[src/rtl/proc_pkg.sv]
// proc_pkg: fetch state encoding, datapath widths and instruction field layout shared with decode
package proc_pkg;
  localparam int INST_W = 16;
  localparam int ADDR_W = 16;
  localparam int OPC_LSB = 12;
  localparam int OPC_W = 4;
  localparam int RS_LSB = 9;
  localparam int RT_LSB = 6;
  localparam int RD_LSB = 3;
  localparam int REG_W = 3;
  localparam int FUNC_LSB = 0;
  localparam int FUNC_W = 3;
  localparam int IMM_W = 6;
  typedef enum logic [1:0] {S_IDLE, S_REQ, S_FLUSH} fetch_state_t;
  function automatic logic [OPC_W-1:0] opcode(input logic [INST_W-1:0] i);
    return i[OPC_LSB +: OPC_W];
  endfunction
endpackage

[src/rtl/fetch_buffer.sv]
// fetch_buffer: 2-entry FIFO of {pc, instruction} pairs between fetch and decode
module fetch_buffer
  import proc_pkg::*;
(
  input  logic              clk,
  input  logic              rst_n,
  input  logic              i_push,
  input  logic              i_pop,
  input  logic              i_clr,
  input  logic [ADDR_W-1:0] i_pc,
  input  logic [INST_W-1:0] i_data,
  output logic [1:0]        o_count,
  output logic [ADDR_W-1:0] o_pc,
  output logic [INST_W-1:0] o_data
);
  logic [ADDR_W-1:0] r_pc [2];
  logic [INST_W-1:0] r_data [2];
  logic              r_wp;
  logic              r_rp;
  logic [1:0]        r_cnt;
  // storage and pointers; clear wins over any push/pop in the same cycle
  always_ff @(posedge clk or negedge rst_n) begin
    if (!rst_n) begin
      r_pc   <= '{'0, '0};
      r_data <= '{'0, '0};
      r_wp   <= 1'b0;
      r_rp   <= 1'b0;
      r_cnt  <= 2'd0;
    end else if (i_clr) begin
      r_wp  <= 1'b0;
      r_rp  <= 1'b0;
      r_cnt <= 2'd0;
    end else begin
      if (i_push) begin
        r_pc[r_wp]   <= i_pc;
        r_data[r_wp] <= i_data;
        r_wp         <= ~r_wp;
      end
      if (i_pop) r_rp <= ~r_rp;
      r_cnt <= r_cnt + 2'(i_push) - 2'(i_pop);
    end
  end
  assign o_count = r_cnt;
  assign o_pc    = r_pc[r_rp];
  assign o_data  = r_data[r_rp];
endmodule

[src/rtl/instruction_fetch.sv]
// instruction_fetch: single-outstanding instruction fetcher with redirect flush and 2-entry decode buffer
module instruction_fetch
  import proc_pkg::*;
#(
  parameter logic [ADDR_W-1:0] RESET_PC = 16'h0000
) (
  input  logic              clk,
  input  logic              rst_n,
  output logic              imem_req,
  output logic [ADDR_W-1:0] imem_addr,
  input  logic              imem_ack,
  input  logic [INST_W-1:0] imem_rdata,
  input  logic              redirect_valid,
  input  logic [ADDR_W-1:0] redirect_pc,
  output logic              inst_valid,
  input  logic              inst_ready,
  output logic [INST_W-1:0] instruction,
  output logic [ADDR_W-1:0] inst_pc
);
  fetch_state_t      r_state;
  fetch_state_t      w_next;
  logic [ADDR_W-1:0] r_pc;
  logic [ADDR_W-1:0] r_flush_addr;
  logic [ADDR_W-1:0] w_pc_n;
  logic [ADDR_W-1:0] w_flush_addr_n;
  logic              w_req;
  logic              w_ack;
  logic              w_push;
  logic              w_pop;
  logic              w_valid;
  logic [1:0]        w_count;
  // state, fetch pc and the address of a request being flushed
  always_ff @(posedge clk or negedge rst_n) begin
    if (!rst_n) begin
      r_state      <= S_IDLE;
      r_pc         <= RESET_PC;
      r_flush_addr <= RESET_PC;
    end else begin
      r_state      <= w_next;
      r_pc         <= w_pc_n;
      r_flush_addr <= w_flush_addr_n;
    end
  end
  // request holds until ack because count only grows on an ack; redirect mid-request parks the old address in FLUSH
  always_comb begin
    w_req          = (r_state == S_REQ && w_count != 2'd2) || r_state == S_FLUSH;
    w_ack          = imem_ack && w_req;
    w_valid        = w_count != 2'd0;
    w_pop          = w_valid && inst_ready;
    w_push         = w_ack && r_state == S_REQ && !redirect_valid;
    w_next         = r_state == S_IDLE  ? S_REQ :
                     r_state == S_FLUSH ? (w_ack ? S_REQ : S_FLUSH) :
                     (redirect_valid && w_req && !w_ack ? S_FLUSH : S_REQ);
    w_flush_addr_n = (r_state == S_REQ && w_next == S_FLUSH) ? r_pc : r_flush_addr;
    w_pc_n         = redirect_valid ? redirect_pc : w_push ? r_pc + ADDR_W'(1) : r_pc;
  end
  fetch_buffer u_buf (
    .clk     (clk),
    .rst_n   (rst_n),
    .i_push  (w_push),
    .i_pop   (w_pop),
    .i_clr   (redirect_valid),
    .i_pc    (r_pc),
    .i_data  (imem_rdata),
    .o_count (w_count),
    .o_pc    (inst_pc),
    .o_data  (instruction)
  );
  assign imem_req   = w_req;
  assign imem_addr  = r_state == S_FLUSH ? r_flush_addr : r_pc;
  assign inst_valid = w_valid;
endmodule

[config.mk]
export PLATFORM = sky130hd
export DESIGN_NAME = instruction_fetch
export DESIGN_NICKNAME = d
export VERILOG_FILES = /design/src/rtl/proc_pkg.sv /design/src/rtl/fetch_buffer.sv /design/src/rtl/instruction_fetch.sv
export SDC_FILE = /design/constraint.sdc
export NUM_CORES = 1
export LEC_CHECK = 0
export ABC_AREA = 1
export BUFFER_PORTS_ARGS = -buffer_cell sky130_fd_sc_hd__buf_4
export CAP_MARGIN = 5
export CORE_MARGIN = 2
export CORE_UTILIZATION = 45
export DETAILED_ROUTE_END_ITERATION = 8
export HOLD_SLACK_MARGIN = 0.15
export PLACE_DENSITY = 0.66
export SYNTH_ARGS = -nofsm -noshare
export SYNTH_HDL_FRONTEND = slang
export SYNTH_SLANG_ARGS = --single-unit
[constraint.sdc]
create_clock -name clk -period 2.1 [get_ports clk]
set_clock_uncertainty 0.2 [all_clocks]
set_input_delay 0.105 -clock clk [delete_from_list [all_inputs] [get_ports clk]]
set_output_delay 0.105 -clock clk [all_outputs]
set_load 0.01 [all_outputs]
==> results of run 1 <==
-- cell type report --
| type | count | area share [%] |
|---|---|---|
| Inverter | 50 | 3.01 |
| Timing Repair Buffer | 142 | 19.3 |
| Multi-Input combinational cell | 434 | 32.1 |
| Tap cell | 140 | 2.73 |
| Sequential cell | 102 | 39.9 |
| Clock inverter | 5 | 0.899 |
| Clock buffer | 10 | 2.15 |
-- layout by cell type (no fill, tap or decap), types with 2 or more instances in the layout --
cell / count
clkinv_2: 2
o21ai_2: 28
xor2_1: 3
inv_2: 2
inv_6: 2
clkbuf_8: 10
o211ai_1: 5
buf_12: 3
inv_1: 45
o21ai_0: 32
nand4_1: 6
inv_4: 2
ha_1: 3
nand2_1: 236
nand2_4: 3
a21oi_1: 20
dlygate4sd3_1: 49
nand3_1: 18
nor3_1: 3
o21ai_1: 28
buf_4: 88
buf_6: 2
dfrtp_1: 102
nand2_2: 2
nor2_1: 37
-- repair_timing --
action                                  CTS  global route
gates resized for setup                   0             4
endpoints found under the setup margin    0             6
hold endpoints to repair                155             0
hold buffers                             49             0
-- per-layer routing --
metal | part of all wire, % | GRT usage (%) | vias to the layer above
met1 | 47 | 29.2 | 2052
li1 | - | - | 2201
met2 | 47 | 34.6 | 119
met4 | 1.0 | 5.15 | 0
met3 | 5.5 | 3.97 | 10
met5 | 0 | 0 | -
-- worst max path at each step --
stage,to,slack [ns],cells past startpoint
floorplan,u_buf.o_count[1]$_DFF_PN0_,0.27,8
global placement,u_buf.o_count[1]$_DFF_PN0_,0.21,8
detailed placement,u_buf.o_count[1]$_DFF_PN0_,0.20,8
CTS,r_pc[6]$_DFFE_PN0P_,0.04,6
global route,imem_addr[6],0.02,5
finish,r_pc[0]$_DFFE_PN0P_,0.07,6
-- report_power, final --
part	leakage, nW	total, mW	internal (mW)	switching (mW)
Clock	0.103	1.26	0.582	0.673
Combinational	1.92	3.14	1.41	1.73
Sequential	1.28	3.25	2.78	0.475
-- through the flow --
stage	cells	util, %	hold slack [ns]	worst slack (ns)	total power [mW]
final	883	59.1	0.159	0.0693	7.65
after global routing	883	59.1	0.207	0.0175	8.25
after CTS	883	58.9	0.166	0.0365	7.69
after detailed placement	819	52.6	-0.181	0.203	6.34
after global placement	819	52.6	-0.184	0.215	6.23
after floorplan	616	-	-0.391	0.271	5.11
-- worst min-delay path: stages --
cell and delay (ns):
dlygate4sd3_1 0.52, buf_4 0.14, buf_4 0.39
-- logic make-up after synthesis --
kind of cell,count (synthesis)
AND/OR/NAND/NOR,311
AO/OA/AOI/OAI,116
flip-flops,102
buffers and inverters,80
XOR/XNOR,4
adder cells (fa/ha/maj),3
-- state kept, by name, summed over array words and instances, names as in the netlist --
| register | flops |
|---|---|
| u_buf.r_data | 32 |
| u_buf.r_wp | 1 |
| u_buf.r_pc | 32 |
| r_pc | 16 |
| u_buf.o_count | 2 |
| u_buf.r_rp | 1 |
| r_flush_addr | 16 |
| r_state | 2 |
==> metrics.cfg, run 1 <==
[yosys]
synth.top_cell.area_share_pct = 50.9
synth_edf_count = 0
ys_ff_latch = 102
yosys.area.top_type = dfrtp_1
synth-main-ff-cell = dfrtp_1
ys_warn_count = 0
async_reset_ff_share_pct = 100
synth_area_um2 = 5010
synth-compound-area-share_pct = 14.0
synth_xor_area_share_pct = 0.699
synthAdderAreaFrac_pct = 0.749
seq_area_frac_synth_pct = 50.9
synth_most_common_cell = nand2_1
synth_top_family_by_area = simple AND/OR/NAND/NOR gates
synth_nets = 656
synth.distinct_cells = 32
synth_simple_gate_area_share_pct = 25.3
synth_area_leaders = dfrtp_1 (51%), nand2_1 (18%), o21ai_2 (4.9%)
synth_mux_area_share_pct = 0
avgSynthCellArea_um2 = 8.13
synthTopCellsByCount = nand2_1 (236), dfrtp_1 (102), inv_1 (45), nor2_1 (37), o21ai_0 (32)
synth_cells = 616

[floorplanning]
io_pins = 87
dieWidth_um = 110
rows = 38
die_y_um = 110
core_area_um2 = 10800
dieArea_um2 = 12000
start_util_pct = 46.2

[cells_and_area]
design_area_um2 = 6400
syn_to_final_growth_pct = 27.8
multi_input_area_um2 = 2060
fin_nets = 779
drive_above_1_share_pct = 20.2
antenna_cells = 0
fillerInstances = 1001
seq_area_um2 = 2550

[clock_network]
cts_buffers = 9
cts_tree = yes
htree_levels = 3
clock_sinks = 102
post_cts_buffers = 0
cts_root_buffer = clkbuf_8
path_clk_slew_ns = 0.10
clock_latency_ns = 0.36
cts.path.max_buffers = 2

[timing]
relSlewSlack_pct = 37.5
slew_violations = 0
hold_violations = 0
finalSetupViolCount = 0
fin_crit_ns = 2.03
fmax_mhz = 492
worstMarginPinSlew_ns = 0.934
tns_ns = 0
rsz0062_at_grt = no
min_period_over_period_pct = 96.7

[routing]
ant_nets = 0
wl_um = 12100
wl_per_cell_um = 13.8
dr.pass1.iters = 4
vias = 4382
drt_iter0_drc = 243
vias_per_cell = 4.96
drc = 0

[worst_setup_path]
cp_common_cell = dlygate4sd3_1
crit_arrival_ns = 2.08
crit_required_ns = 2.15
cp-startpoint = redirect_valid
ff2ff_setup_slack_ns = 0.15
cp_top_family = buffers and inverters
critPathBufInv = 4
slowest_delay_ns = 0.56
rr_worst_depth = 6
path_class = input pin to register
critPathLaunchType = input pin
cp_cell_sequence = dlygate4sd3_1, buf_6, nand2_1, dlygate4sd3_1, o211ai_1, dlygate4sd3_1
reg2reg_to = r_pc[6]$_DFFE_PN0P_
setup.worst_path.end_class = register
crit_path_top_delay_cell = dlygate4sd3_1
r2r-start = r_state[1]$_DFF_PN0_
path_max_fanout = 16

[power_and_ir_drop]
cellLeakagePower_nw = 3.30
power.density_nw_per_um2 = 1190
ir_drop_uv = 574

[placement]
place_area_um2 = 5700
globalplace.congestion = 0.897
port_buffers = 86
dp_hpwl_um = 7960

[grt]
grt_max_degree = 65
overflow = 0
grt_pass1_vias = 4111
grt_antenna_before_repair = 0
grt_pass1_wl_um = 19600
track_usage_pct = 21.2

[flow_run]
cap_violations = 0

[worst_hold_path]
min_path_type = input pin to asynchronous set/reset pin

[outcome]
status = finished clean

No activity file was read; power rests on OpenSTA's default activity.
==> run 2, diff against run 1 <==
--- a/config.mk
+++ b/config.mk
@@ -8,6 +8,7 @@
 export ABC_AREA = 1
 export BUFFER_PORTS_ARGS = -buffer_cell sky130_fd_sc_hd__buf_4
 export CAP_MARGIN = 5
+export CORE_ASPECT_RATIO = 1.25
 export CORE_MARGIN = 2
 export CORE_UTILIZATION = 45
 export DETAILED_ROUTE_END_ITERATION = 8
@@ -15,4 +16,5 @@
 export PLACE_DENSITY = 0.66
 export SYNTH_ARGS = -nofsm -noshare
 export SYNTH_HDL_FRONTEND = slang
+export SYNTH_HIERARCHICAL = 1
 export SYNTH_SLANG_ARGS = --single-unit
==> run 2 against run 1 <==
Design area rose by 6.3%. Count of clock-buffer cells in the layout up 2. Hold slack better by 0.081 ns. Clock power rose by 50%. Via count down 3.4%.
==> metrics.cfg, run 2 <==
[grt]
grt_max_degree = 66  ; +1.5%
grt_pass1_wl_um = 19800  ; +1.1%
overflow = 0  ; unchanged
grt_antenna_before_repair = 0  ; unchanged
grt_pass1_vias = 4157  ; +1.1%
track_usage_pct = 20.4  ; -0.77 points

[yosys]
synthTopCellsByCount = nand2_1 (164), dfrtp_1 (102), inv_1 (62), o21ai_0 (61), mux2_2 (32)
async_reset_ff_share_pct = 100  ; unchanged
synth.distinct_cells = 33  ; +3.1%
ys_ff_latch = 102  ; unchanged
synth_most_common_cell = nand2_1
synth.top_cell.area_share_pct = 50.1  ; -0.86 points
synth_area_um2 = 5100  ; +1.7%
ys_warn_count = 6  ; +6
synth_edf_count = 0  ; unchanged
avgSynthCellArea_um2 = 8.96  ; +10%
synth-main-ff-cell = dfrtp_1
yosys.area.top_type = dfrtp_1
synth_nets = 609  ; -7.2%
seq_area_frac_synth_pct = 50.1  ; -0.86 points
synth_area_leaders = dfrtp_1 (50%), nand2_1 (12%), mux2_2 (7.1%)
synth_cells = 569  ; -7.6%

[worst_hold_path]
min_from = redirect_valid
hold_depth = 5
min_path_type = input pin to register

[routing]
dr.pass1.iters = 5  ; +1
wl_per_cell_um = 14.0  ; +1.5%
vias = 4235  ; -3.4%
ant_nets = 0  ; unchanged
wl_um = 11900  ; -2.0%
drt_iter0_drc = 203  ; -16%
vias_per_cell = 4.96  ; about the same
drc = 0  ; unchanged

[worst_setup_path]
cp_common_cell = dlygate4sd3_1
r2r-start = r_state[1]$_DFF_PN0_
ff2ff_setup_slack_ns = 0.08  ; -0.07 ns
reg2reg_to = r_pc[14]$_DFFE_PN0P_
crit_path_top_delay_cell = dlygate4sd3_1
path_max_fanout = 1  ; -15
slowest_delay_ns = 0.56  ; about the same
cp_cell_sequence = dlygate4sd3_1, buf_4, nand2_1, dlygate4sd3_1, o21ai_0, dlygate4sd3_1, inv_1, nand2_1
crit_required_ns = 2.15  ; about the same
cp-startpoint = redirect_pc[14]
critPathLaunchType = input pin
endpoint = r_pc[14]$_DFFE_PN0P_
cp.depth = 8  ; +2
rr_worst_depth = 10  ; +4
crit_arrival_ns = 2.09  ; about the same
path_class = input pin to register
setup.worst_path.end_class = register
critPathBufInv = 5  ; +1
cp_top_family = buffers and inverters

[floorplanning]
rows = 43  ; +13%
die_y_um = 123  ; +12%
io_pins = 87  ; unchanged
core_area_um2 = 11100  ; +2.2%
dieArea_um2 = 12200  ; +1.7%
dieWidth_um = 99.2  ; -9.4%
start_util_pct = 46.0  ; -0.23 points

[clock_network]
clock_sinks = 102  ; unchanged
htree_levels = 3  ; unchanged
path_clk_slew_ns = 0.08  ; -0.02 ns
cts_buffers = 9  ; unchanged
cts_root_buffer = clkbuf_16
clock_latency_ns = 0.35  ; about the same
cts.path.max_buffers = 2  ; unchanged
cts_tree = yes

[placement]
port_buffers = 86  ; unchanged
globalplace.congestion = 0.866  ; -3.4%
dp_hpwl_um = 7510  ; -5.7%

[cells_and_area]
drive_above_1_share_pct = 28.3  ; +8.1 points
reg_top3 = u_buf/r_data: 32 flops, u_buf/r_pc: 32 flops
mostFrequentLayoutCells = nand2_1 (163), dfrtp_1 (98), buf_4 (95)
fillerInstances = 962  ; -3.9%
fin_nets = 753  ; -3.3%
antenna_cells = 0  ; unchanged
final_core_util_pct = 61.4  ; +2.3 points
final_common_cell = nand2_1
syn_to_final_growth_pct = 33.5

[timing]
slew_violations = 0  ; unchanged
min_period_over_period_pct = 97.0  ; +0.30 points
hold_violations = 0  ; unchanged
fmax_mhz = 491  ; -0.31%
fin_crit_ns = 2.04  ; +0.00626 ns
relSlewSlack_pct = 66.0  ; +28 points
rsz0062_at_grt = yes
worstMarginPinSlew_ns = 0.510  ; -0.424 ns
finalSetupViolCount = 0  ; unchanged
timing.hold.ws_ns = 0.240  ; +0.0811 ns

[power_and_ir_drop]
p_switching_mw = 2.82  ; -1.8%
power.density_nw_per_um2 = 1230  ; +3.4%
cellLeakagePower_nw = 3.34  ; +1.1%
comb_power_share_pct = 38.4  ; -2.6 points
switching_share_pct = 33.6  ; -4.0 points
power_frac_clock_pct = 22.5  ; +6.1 points
seqPwrFrac_pct = 39.1  ; -3.4 points
internal_power_mw = 5.57  ; +17%
ir_drop_uv = 488  ; -15%

[flow_run]
cap_violations = 0  ; unchanged

[outcome]
status = finished clean

==> run 2: cell types whose count changed in the layout (fill, tap and decap cells not counted), sizes merged, moves of 5 or more <==
| cell | delta |
|---|---|
| a21oi | -17 |
| inv | +17 |
| nand3 | +9 |
| nand4 | -5 |
| dlygate4sd3 | +10 |
| o21ai | +15 |
| nor2 | -20 |
| nand2 | -72 |
| buf | +7 |
| mux2 | +32 |
==> run 2: area by class of cell <==
type	count	area, µm²	share of cell area [%]
timing repair buffer	160	1410	20.7
clock buffer	12	267	3.92
multi-input combinational	373	2070	30.5
tap	135	169	2.48
clock inverter	4	76.3	1.12
inverter	67	254	3.73
sequential	102	2560	37.6
==> run 2: per-layer routing <==
| layer | track usage (%) | part of all wire, % |
|---|---|---|
| met1 | 27.3 | 44 |
| met2 | 33.5 | 49 |
| met3 | 4.24 | 5.1 |
| met4 | 6.25 | 1.4 |
| met5 | 0 | 0 |
==> run 2: worst min path at each step <==
stage | endpoint | slack, ns
2_1_floorplan | r_flush_addr[0]$_DFFE_PN0P_ | -0.39
4_1_cts | r_pc[14]$_DFFE_PN0P_ | 0.25
5_1_grt | r_pc[3]$_DFFE_PN0P_ | 0.26
3_5_place_dp | u_buf/r_data[26]$_DFFE_PN0P_ | -0.09
6_report | r_pc[3]$_DFFE_PN0P_ | 0.24
3_3_place_gp | u_buf/r_data[10]$_DFFE_PN0P_ | -0.10
==> run 2: kinds of logic (layout without fill, tap and decap cells) <==
family | after synthesis | in the layout | share of synthesized area [%]
simple gates | 221 | 221 | 18.3
xor+xnor | 4 | 4 | 0.688
buf+inv | 94 | 243 | 9.26
fa+ha+maj | 3 | 3 | 0.737
compound gates | 113 | 113 | 13.9
flops | 102 | 102 | 50.1
mux | 32 | 32 | 7.07
==> run 2: per-stage QoR <==
| step | cells | total power [mW] | setup TNS [ns] | setup WS (ns) | cell area [µm²] |
|---|---|---|---|---|---|
| after CTS | 850 | 8.41 | 0 | 0.0302 | 6770 |
| after detailed placement | 773 | 6.36 | 0 | 0.239 | 5820 |
| after floorplan | 569 | 5.18 | 0 | 0.284 | 5100 |
| final | 853 | 8.40 | 0 | 0.0630 | 6810 |
| after global routing | 853 | 9.00 | -0.0172 | -0.0172 | 6810 |
| after global placement | 773 | 6.25 | 0 | 0.320 | 5820 |
==> run 2: worst reg2reg max path, stage by stage (launching register included) <==
cell and delay, ns:
dfrtp_1 0.37, inv_2 0.07, nand2_2 0.06, a21oi_4 0.18, nand2_2 0.09, nand2_4 0.12, buf_4 0.12, o21ai_0 0.06
dlygate4sd3_1 0.56, inv_1 0.07, nand2_1 0.04
==> run 2: timing repair <==
item | 4_1_cts | 5_1_grt
hold endpoints to repair | 156 | 0
resized for setup | 0 | 11
setup endpoints to repair | 0 | 5
buffers inserted | 0 | 4
hold buffers | 61 | 0
==> run 2: power groups by stage <==
stage	registers [mW]	clock network (mW)	logic (mW)
after floorplan	3.15	0	2.03
after global placement	3.26	0	2.99
after detailed placement	3.30	0	3.06
after CTS	3.27	1.93	3.21
after global routing	3.39	2.02	3.59
final	3.28	1.89	3.22
